--- src/rtl/mem_access_if.sv ---
// Request and memory-port bundle for mem_access_unit.
// slave is the unit's view; master is the requester/memory side.
interface mem_access_if;
  logic        start;
  logic        is_write;
  logic [1:0]  size;
  logic        sext;
  logic [31:0] addr;
  logic [31:0] wdata;
  logic        busy;
  logic        done;
  logic        err;
  logic [31:0] rdata;
  logic [31:0] mem_addr;
  logic        mem_wr;
  logic [31:0] mem_wdata;
  logic [31:0] mem_rdata;

  modport slave (
    input  start, is_write, size, sext,
    input  addr, wdata, mem_rdata,
    output busy, done, err, rdata,
    output mem_addr, mem_wr, mem_wdata
  );

  modport master (
    output start, is_write, size, sext,
    output addr, wdata, mem_rdata,
    input  busy, done, err, rdata,
    input  mem_addr, mem_wr, mem_wdata
  );
endinterface

--- src/rtl/mem_access_unit.sv ---
// Load/store unit: lane select, sign extension, and
// read-modify-write for sub-word stores over a word memory.
module mem_access_unit #(
  parameter int READ_LAT = 2
) (
  input  logic         clk,
  input  logic         rst,
  mem_access_if.slave  bus
);

  localparam logic [2:0] IDLE    = 3'd0;
  localparam logic [2:0] RD_WAIT = 3'd1;
  localparam logic [2:0] CAPTURE = 3'd2;
  localparam logic [2:0] WRITE   = 3'd3;
  localparam logic [2:0] FINISH  = 3'd4;

  logic [2:0]  state;
  logic [2:0]  cnt;
  logic        wr_q;
  logic [1:0]  size_q;
  logic        sext_q;
  logic [1:0]  lo_q;
  logic        mis_q;
  logic [15:0] wd_q;
  logic [31:0] rdata_q;
  logic [31:0] maddr_q;
  logic [31:0] mwdata_q;

  logic        word_req;
  logic        mis;
  logic [7:0]  b;
  logic [15:0] h;
  logic [31:0] ld;
  logic [31:0] mg;

  // reserved size 11 behaves as a word access
  assign word_req = (bus.size == 2'b00)
                  | (bus.size == 2'b11);
  assign mis = ((bus.size == 2'b01) & bus.addr[0])
             | (word_req & (bus.addr[1:0] != 2'b00));

  always_comb begin
    b  = bus.mem_rdata[{lo_q, 3'b000} +: 8];
    h  = bus.mem_rdata[{lo_q[1], 4'b0000} +: 16];
    ld = bus.mem_rdata;
    mg = bus.mem_rdata;
    unique case (1'b1)
      size_q == 2'b10: begin
        ld = {{24{sext_q & b[7]}}, b};
        mg[{lo_q, 3'b000} +: 8] = wd_q[7:0];
      end
      size_q == 2'b01: begin
        ld = {{16{sext_q & h[15]}}, h};
        mg[{lo_q[1], 4'b0000} +: 16] = wd_q;
      end
      default: ;
    endcase
  end

  always_ff @(posedge clk or negedge rst) begin
    if (!rst) begin
      state    <= IDLE;
      cnt      <= 3'd0;
      wr_q     <= 1'b0;
      size_q   <= 2'b00;
      sext_q   <= 1'b0;
      lo_q     <= 2'b00;
      mis_q    <= 1'b0;
      wd_q     <= 16'h0;
      rdata_q  <= 32'h0;
      maddr_q  <= 32'h0;
      mwdata_q <= 32'h0;
    end else begin
      unique case (state)
        IDLE: if (bus.start) begin
          wr_q    <= bus.is_write;
          size_q  <= bus.size;
          sext_q  <= bus.sext;
          lo_q    <= bus.addr[1:0];
          mis_q   <= mis;
          wd_q    <= bus.wdata[15:0];
          maddr_q <= {bus.addr[31:2], 2'b00};
          cnt     <= 3'd0;
          if (mis) begin
            state <= FINISH;
          end else if (bus.is_write & word_req) begin
            mwdata_q <= bus.wdata;
            state    <= WRITE;
          end else begin
            state <= RD_WAIT;
          end
        end
        RD_WAIT: begin
          if (cnt == 3'(READ_LAT - 1)) state <= CAPTURE;
          else cnt <= cnt + 3'd1;
        end
        CAPTURE: begin
          if (wr_q) begin
            mwdata_q <= mg;
            state    <= WRITE;
          end else begin
            rdata_q <= ld;
            state   <= FINISH;
          end
        end
        WRITE:   state <= FINISH;
        FINISH:  state <= IDLE;
        default: state <= IDLE;
      endcase
    end
  end

  assign bus.busy      = (state != IDLE);
  assign bus.done      = (state == FINISH);
  assign bus.err       = (state == FINISH) & mis_q;
  assign bus.mem_wr    = (state == WRITE);
  assign bus.rdata     = rdata_q;
  assign bus.mem_addr  = maddr_q;
  assign bus.mem_wdata = mwdata_q;

endmodule
--- src/flat_wrapper.sv ---
// flat-port wrapper written by rule: the top's interface ports become plain ports
module mem_access_unit_flat 
#(
  parameter int READ_LAT = 2
)
  (clk, rst, bus_start, bus_is_write, bus_size, bus_sext, bus_addr, bus_wdata, bus_mem_rdata, bus_busy, bus_done, bus_err, bus_rdata, bus_mem_addr, bus_mem_wr, bus_mem_wdata);
  mem_access_if bus_i ();
  input  logic clk;
  input  logic rst;
  input wire logic [$bits(bus_i.start)-1:0] bus_start;
  input wire logic [$bits(bus_i.is_write)-1:0] bus_is_write;
  input wire logic [$bits(bus_i.size)-1:0] bus_size;
  input wire logic [$bits(bus_i.sext)-1:0] bus_sext;
  input wire logic [$bits(bus_i.addr)-1:0] bus_addr;
  input wire logic [$bits(bus_i.wdata)-1:0] bus_wdata;
  input wire logic [$bits(bus_i.mem_rdata)-1:0] bus_mem_rdata;
  output wire logic [$bits(bus_i.busy)-1:0] bus_busy;
  output wire logic [$bits(bus_i.done)-1:0] bus_done;
  output wire logic [$bits(bus_i.err)-1:0] bus_err;
  output wire logic [$bits(bus_i.rdata)-1:0] bus_rdata;
  output wire logic [$bits(bus_i.mem_addr)-1:0] bus_mem_addr;
  output wire logic [$bits(bus_i.mem_wr)-1:0] bus_mem_wr;
  output wire logic [$bits(bus_i.mem_wdata)-1:0] bus_mem_wdata;
  assign bus_i.start = bus_start;
  assign bus_i.is_write = bus_is_write;
  assign bus_i.size = bus_size;
  assign bus_i.sext = bus_sext;
  assign bus_i.addr = bus_addr;
  assign bus_i.wdata = bus_wdata;
  assign bus_i.mem_rdata = bus_mem_rdata;
  assign bus_busy = bus_i.busy;
  assign bus_done = bus_i.done;
  assign bus_err = bus_i.err;
  assign bus_rdata = bus_i.rdata;
  assign bus_mem_addr = bus_i.mem_addr;
  assign bus_mem_wr = bus_i.mem_wr;
  assign bus_mem_wdata = bus_i.mem_wdata;
  mem_access_unit #(.READ_LAT(READ_LAT)) u_core (.clk(clk), .rst(rst), .bus(bus_i));
endmodule
--- config.mk ---
export PLATFORM = sky130hd
export DESIGN_NAME = mem_access_unit_flat
export DESIGN_NICKNAME = d
export VERILOG_FILES = /design/src/rtl/mem_access_if.sv /design/src/rtl/mem_access_unit.sv /design/src/flat_wrapper.sv
export SDC_FILE = /design/constraint.sdc
export NUM_CORES = 1
export LEC_CHECK = 0
export ABC_CLOCK_PERIOD_IN_PS = 3200
export BUFFER_PORTS_ARGS = -buffer_cell sky130_fd_sc_hd__buf_2
export CAP_MARGIN = 20
export CORE_MARGIN = 4
export CORE_UTILIZATION = 50
export DETAILED_ROUTE_END_ITERATION = 12
export PLACE_DENSITY = 0.84
export SKIP_LAST_GASP = 1
export SYNTH_ARGS = -nofsm -noshare
export SYNTH_HDL_FRONTEND = slang
export SYNTH_SLANG_ARGS = --single-unit
--- constraint.sdc ---
create_clock -name clk -period 3.2 [get_ports clk]
set_clock_uncertainty 0.15 [all_clocks]
set_input_delay 0.32 -clock clk [delete_from_list [all_inputs] [get_ports clk]]
set_output_delay 0.32 -clock clk [all_outputs]
set_load 0.05 [all_outputs]
==> After elaboration in Yosys (flattened, before gate mapping) <==
Cells that the tools add are included.
{ "totals": {"in_bits": 103, "regBits": 123} }
{ "classes": {"bitwise_logic": 9, "shift": 6, "n_reduce_logical": 11, "add_sub_neg": 3, "mux": 18, "eq_ne": 15} }
{ "op_table": {"columns": ["operator", "n"], "rows": [
  ["case mux 32 bit (2 select lines)", 3],
  ["two-way mux 32 bit", 4],
  ["bitwise mux 32 bit", 2],
  ["variable shift 16 x 7 -> 32 bit (first input constant)", 1],
  ["variable shift 8 x 7 -> 32 bit (first input constant)", 1],
  ["indexed part select 16 x 7 -> 32 bit", 1],
  ["indexed part select 32 x 6 -> 16 bit", 1],
  ["indexed part select 32 x 6 -> 8 bit", 1],
  ["indexed part select 8 x 7 -> 32 bit", 1],
  ["two-way mux 3 bit", 6],
  ["negator 5 -> 7 bit", 2],
  ["case mux 3 bit (4 select lines)", 1],
  ["bitwise AND 1 bit", 6],
  ["== test 3 x 1 -> 1 bit (second input constant)", 2],
  ["== test 3 x 2 -> 1 bit (second input constant)", 2],
  ["inequality test 2 x 1 -> 1 bit (second input constant)", 3],
  ["inequality test 2 bit (second input constant)", 3],
  ["case mux 3 bit (2 select lines)", 1],
  ["AND reduction 2 bit", 3],
  ["nonzero test 2 bit", 3],
  ["AND reduction 5 bit", 1],
  ["== test 2 x 1 -> 1 bit (second input constant)", 2],
  ["== test 2 bit (second input constant)", 2],
  ["adder 3 x 1 -> 3 bit (second input constant)", 1],
  ["8 further kinds", 9]
]} }

==> Depth between registers and ports, before layout <==
{ "depth": {"depth_word": 7, "ltp_mapped": 11} }

==> Worst setup path after synthesis <==
Ideal clock, no wire load.
{ "synth_path": {"path_kind": "reg-to-reg", "from": "reg u_core.lo_q[1]", "to": "reg u_core.mwdata_q[18], in the netlist u_core.bus.mem_wdata[18]", "period_less_slack_ns": 2.638, "arrival_time_ns": 2.406, "required_time_ns": 2.967, "path_buffers": 3, "stages_incl_launch_ff": 10, "path_slack_ns": 0.562, "cell_sequence": "dfrtp_1 > buf_2 > buf_4 > buf_2 > inv_1 > ha_1 > nand3b_1 > o41ai_2 > a221oi_1 > o21ai_0"} }
{ "synth_via": {"elab_chain_len": 6, "elab_cells_between_ends": 11, "classes_between": "2 x add/sub; 4 x shift; 5 x mux"} }
{ "synth_lines": {"columns": ["item", "line", "rtl"], "rows": [
  ["from (decl)", "mem_access_unit.sv:22", "logic [1:0] lo_q;"],
  ["from (signal assigned)", "mem_access_unit.sv:79", "lo_q <= bus.addr[1:0];"],
  ["negator 5 -> 7 bit (on tied branches)", "mem_access_unit.sv:54, mem_access_unit.sv:50", null],
  ["indexed part select 16 x 7 -> 32 bit, or another cell as far along", "mem_access_unit.sv:54", "mg[{lo_q[1], 4'b0000} +: 16] = wd_q;"],
  ["bitwise mux 32 bit (on tied branches)", "mem_access_unit.sv:54, mem_access_unit.sv:50", null],
  ["case mux 32 bit (2 select lines) *", "mem_access_unit.sv:47", "unique case (1'b1)"],
  ["two-way mux 32 bit *", "mem_access_unit.sv:98", "if (wr_q) begin"],
  ["case mux 32 bit (2 select lines) *", "mem_access_unit.sv:74", "unique case (state)"],
  ["to (signal assigned)", "mem_access_unit.sv:87", "mwdata_q <= bus.wdata;"],
  ["to (signal assigned)", "mem_access_unit.sv:99", "mwdata_q <= mg;"],
  ["to (decl)", "mem_access_unit.sv:27", "logic [31:0] mwdata_q;"]
]} }
Mark *: on every way between the ends. The rest lies on a longest branch, timed or not. The select of a mux whose other input is x is not followed.
A chain may end at the register's enable or synchronous reset.

==> Worst setup path after layout <==
{ "layout_path": {"from": "reg u_core.size_q[0]", "to": "reg u_core.mwdata_q[24], in the netlist u_core.bus.mem_wdata[24]"} }
{ "layout_via": {"elab_chain_len": 4, "elab_cells_between_ends": 5, "classes_between": "2 x eq/ne; 3 x mux"} }
{ "layout_lines": {"columns": ["item", "line", "rtl"], "rows": [
  ["from (decl)", "mem_access_unit.sv:20", "logic [1:0] size_q;"],
  ["from (signal assigned)", "mem_access_unit.sv:77", "size_q <= bus.size;"],
  ["== test 2 x 1 -> 1 bit / == test 2 bit (equally long branches)", "mem_access_unit.sv:52, mem_access_unit.sv:48", null],
  ["case mux 32 bit (2 select lines) *", "mem_access_unit.sv:47", null],
  ["two-way mux 32 bit *", "mem_access_unit.sv:98", null],
  ["case mux 32 bit (2 select lines) *", "mem_access_unit.sv:74", null]
]} }
Marked as above.

==> metrics.yaml <==
global_route:
  overflow: 0
  grt_pass1_vias: 6586
  largest_net_degree_at_the_start_of_global_routing: 60
  grt_use_total_pct: 31.2
  grt_antenna_before_repair: 2
  global_route_wire_length_before_repair_um: 35500
floorplanning:
  std_cell_rows: 41
  floorplan.core_area_mm2: 0.0127
  die_width_um: 122
  initial_utilization_pct: 51.5
  io_pins: 203
  dieHeight_um: 122
  die_area_mm2: 0.0149
logic_synthesis:
  post_synth_num_cell_types: 58
  synth-warning-count: 0
  post_synth_edffs: 0
  synth.avg_cell_area_um2: 8.99
  postSynth.asyncResetShare_pct: 100
  synthesis.instances: 725
  ys.flop_type: "sky130_fd_sc_hd__dfrtp_1"
  part_of_the_yosys_area_used_for_sequential_elements_pct: 47.2
  ffs_latches_synth: 123
  synth_area_mm2: 0.00652
clock_network:
  cts_inserted_buffers: 17
  htree_num_levels: 4
  cts_tree: "done"
  cts_buffer_depth: 2
  root_buffer: "sky130_fd_sc_hd__clkbuf_16"
  worst_path_clk_slew_ns: 0.05
  post_cts_buffers: 0
  cts_sinks: 123
  clkLatencyLatePin_ns: 0.42
power_and_ir_drop:
  power_density_mw_per_mm2: 1240
  worst_ir_drop_vdd_v: 0.000784
  power_mw: 10.9
  power.leakage_nw: 4.30
final_layout:
  layout-drive-gt1-share_pct: 29.1
  mostFrequentLayoutCells: "sky130_fd_sc_hd__nand2_1 (213), sky130_fd_sc_hd__buf_2 (199), sky130_fd_sc_hd__dfrtp_1 (123)"
  final_core_util_pct: 69.3
  post_layout_nonfiller_instances: 1152
  fin_nets: 1079
  filler_cell_count: 992
  flow.area_growth_from_synthesis_pct: 34.7
  final_common_cell: "sky130_fd_sc_hd__nand2_1"
  final_area_mm2: 0.00878
worst_setup_path:
  worst_path_fanout_max: 18
  timing.critical_path.cells: "inv_1 > ha_1 > nor2b_1 > a221o_1 > a31oi_1 > o311ai_0"
  cpPeakStageDelay_ns: 0.70
  crit_path_end_kind: "flop"
  worstPathArrival_ns: 2.90
  crit_path_start_kind: "flop"
  crit_path_top_delay_cell: "sky130_fd_sc_hd__nor2b_1"
  critPathKind: "flop to flop"
  cp.required_ns: 3.34
routing:
  via_per_inst: 5.84
  drt-wirelength-per-cell_um: 19.9
  drt_first_pass_iters: 5
  wl_um: 22900
  num_vias: 6728
  detailedRoute.firstIterationViolations: 791
  postRouteAntennaNets: 0
  remaining_drc_errors: 0
sta:
  hold_viol: 0
  finalCritPeriodShare_pct: 86.4
  setup_viol: 0
  grt_setup_unrepaired: "false"
  post_layout_min_period_ns: 2.77
  setup-tns-final_ns: 0
  timing.slew.headroom_pct: 49.5
  worstMarginPinSlew_ns: 0.756
  max_freq_mhz: 362
  report.final.slew_viol_count: 0
flow_run:
  drv_cap: 0
outcome:
  run_status: "finished, final reports clean"
placed_design:
  placement.io_buffers: 200
  hpwl_um: 15500
  gp_congestion: 0.973
  placed_cells_incl_taps: 1063
  placed_area_mm2: 0.00765
worst_hold_path:
  holdCritPathClass: "input port to flop"
[layout make-up]
type                       count  area [um2]  area share, %
multi-input combinational    538        3150           35.9
sequential                   123        3080           35.0
timing repair buffer         276        1730           19.7
clock buffer                  23         478           5.44
tap                          172         215           2.45
clock inverter                 8        92.6           1.05
inverter                      10        37.5          0.427
antenna                        2        5.00         0.0570
[metal layers]
layer  global-route usage, %  up-vias  part of all wire [%]
met5                       0        -                     0
met1                    39.2     3138                    39
met4                    16.3        0                   4.5
li1                        -     3040                     -
met2                    49.0      472                    45
met3                    8.96       78                    11
[power by group]
part | leakage, nW | total [mW] | internal (mW) | switching, mW
combinational | 2.51 | 6.13 | 1.71 | 4.43
sequential | 1.51 | 2.89 | 2.32 | 0.574
clock | 0.283 | 1.87 | 1.19 | 0.676
[cells in the mapped netlist, types with 10 or more instances]
cell type,number,share of area [%]
sky130_fd_sc_hd__nand2_1,213,12
sky130_fd_sc_hd__dfrtp_1,123,47
sky130_fd_sc_hd__o21ai_0,47,3.6
sky130_fd_sc_hd__nor2_1,39,2.2
sky130_fd_sc_hd__a21oi_1,37,2.8
sky130_fd_sc_hd__clkbuf_1,32,1.8
sky130_fd_sc_hd__mux2_2,24,4.1
sky130_fd_sc_hd__a221o_1,22,3.4
sky130_fd_sc_hd__a221oi_1,15,2.0
sky130_fd_sc_hd__buf_2,13,1.0
sky130_fd_sc_hd__mux2i_1,12,1.8
sky130_fd_sc_hd__nand3_1,12,0.92
sky130_fd_sc_hd__nor2b_1,12,1.2
sky130_fd_sc_hd__ha_1,10,1.9
[logic make-up (layout without fill, tap and decap cells)]
| group | after synthesis | after routing | share of synthesized area, % |
|---|---|---|---|
| simple gates | 311 | 311 | 20.7 |
| compound gates | 179 | 179 | 19.5 |
| flops | 123 | 123 | 47.2 |
| buf+inv | 65 | 317 | 4.57 |
| mux | 36 | 36 | 5.99 |
| fa+ha+maj | 10 | 10 | 1.92 |
| other cells | 1 | 4 | 0.0575 |
[critical path, delay by kind of cell (launching register included)]
| family | cells | cell delay [ns] |
|---|---|---|
| AO/OA/AOI/OAI | 3 | 0.71 |
| AND/OR/NAND/NOR | 1 | 0.70 |
| adder cells (fa/ha/maj) | 1 | 0.61 |
| buffers and inverters | 1 | 0.08 |
| flip-flops | 1 | 0.38 |
[worst paths after layout]
kind | start | end | slack [ns] | cells past startpoint
max in group asynchronous | rst | u_core.bus.mem_addr[30] | 1.79 | 3
min | bus_wdata[26] | u_core.bus.mem_wdata[26] | 0.01 | 3
min reg2reg | u_core.bus.mem_addr[19] | u_core.bus.mem_addr[19] | 0.32 | 2
min in group asynchronous | rst | u_core.bus.mem_wdata[10] | 0.37 | 2
max | u_core.size_q[0] | u_core.bus.mem_wdata[24] | 0.43 | 6
max reg2reg | u_core.size_q[0] | u_core.bus.mem_wdata[24] | 0.43 | 6
[flip-flops by register name, summed over array words and instances, names as in the netlist, 2 cells and up]
name                  flops
u_core.wd_q              16
u_core.bus.mem_addr      30
u_core.bus.mem_wdata     32
u_core.size_q             2
u_core.cnt                3
u_core.state              3
u_core.lo_q               2
u_core.bus.rdata         32
[through the flow]
| step | hold WS, ns | worst slack (ns) |
|---|---|---|
| final | 0.0120 | 0.434 |
| after CTS | 0.00352 | 0.534 |
| after detailed placement | 0.285 | 0.579 |
| after global placement | 0.288 | 0.628 |
| after global routing | 0.0270 | 0.290 |
| after floorplan | -0.126 | 0.562 |
[what timing repair did]
action | CTS | global route
hold buffers | 56 | 0
endpoints found under the hold margin | 112 | 0
gates resized for setup | 0 | 0
Note: power is estimated with default switching activity, not from simulation.
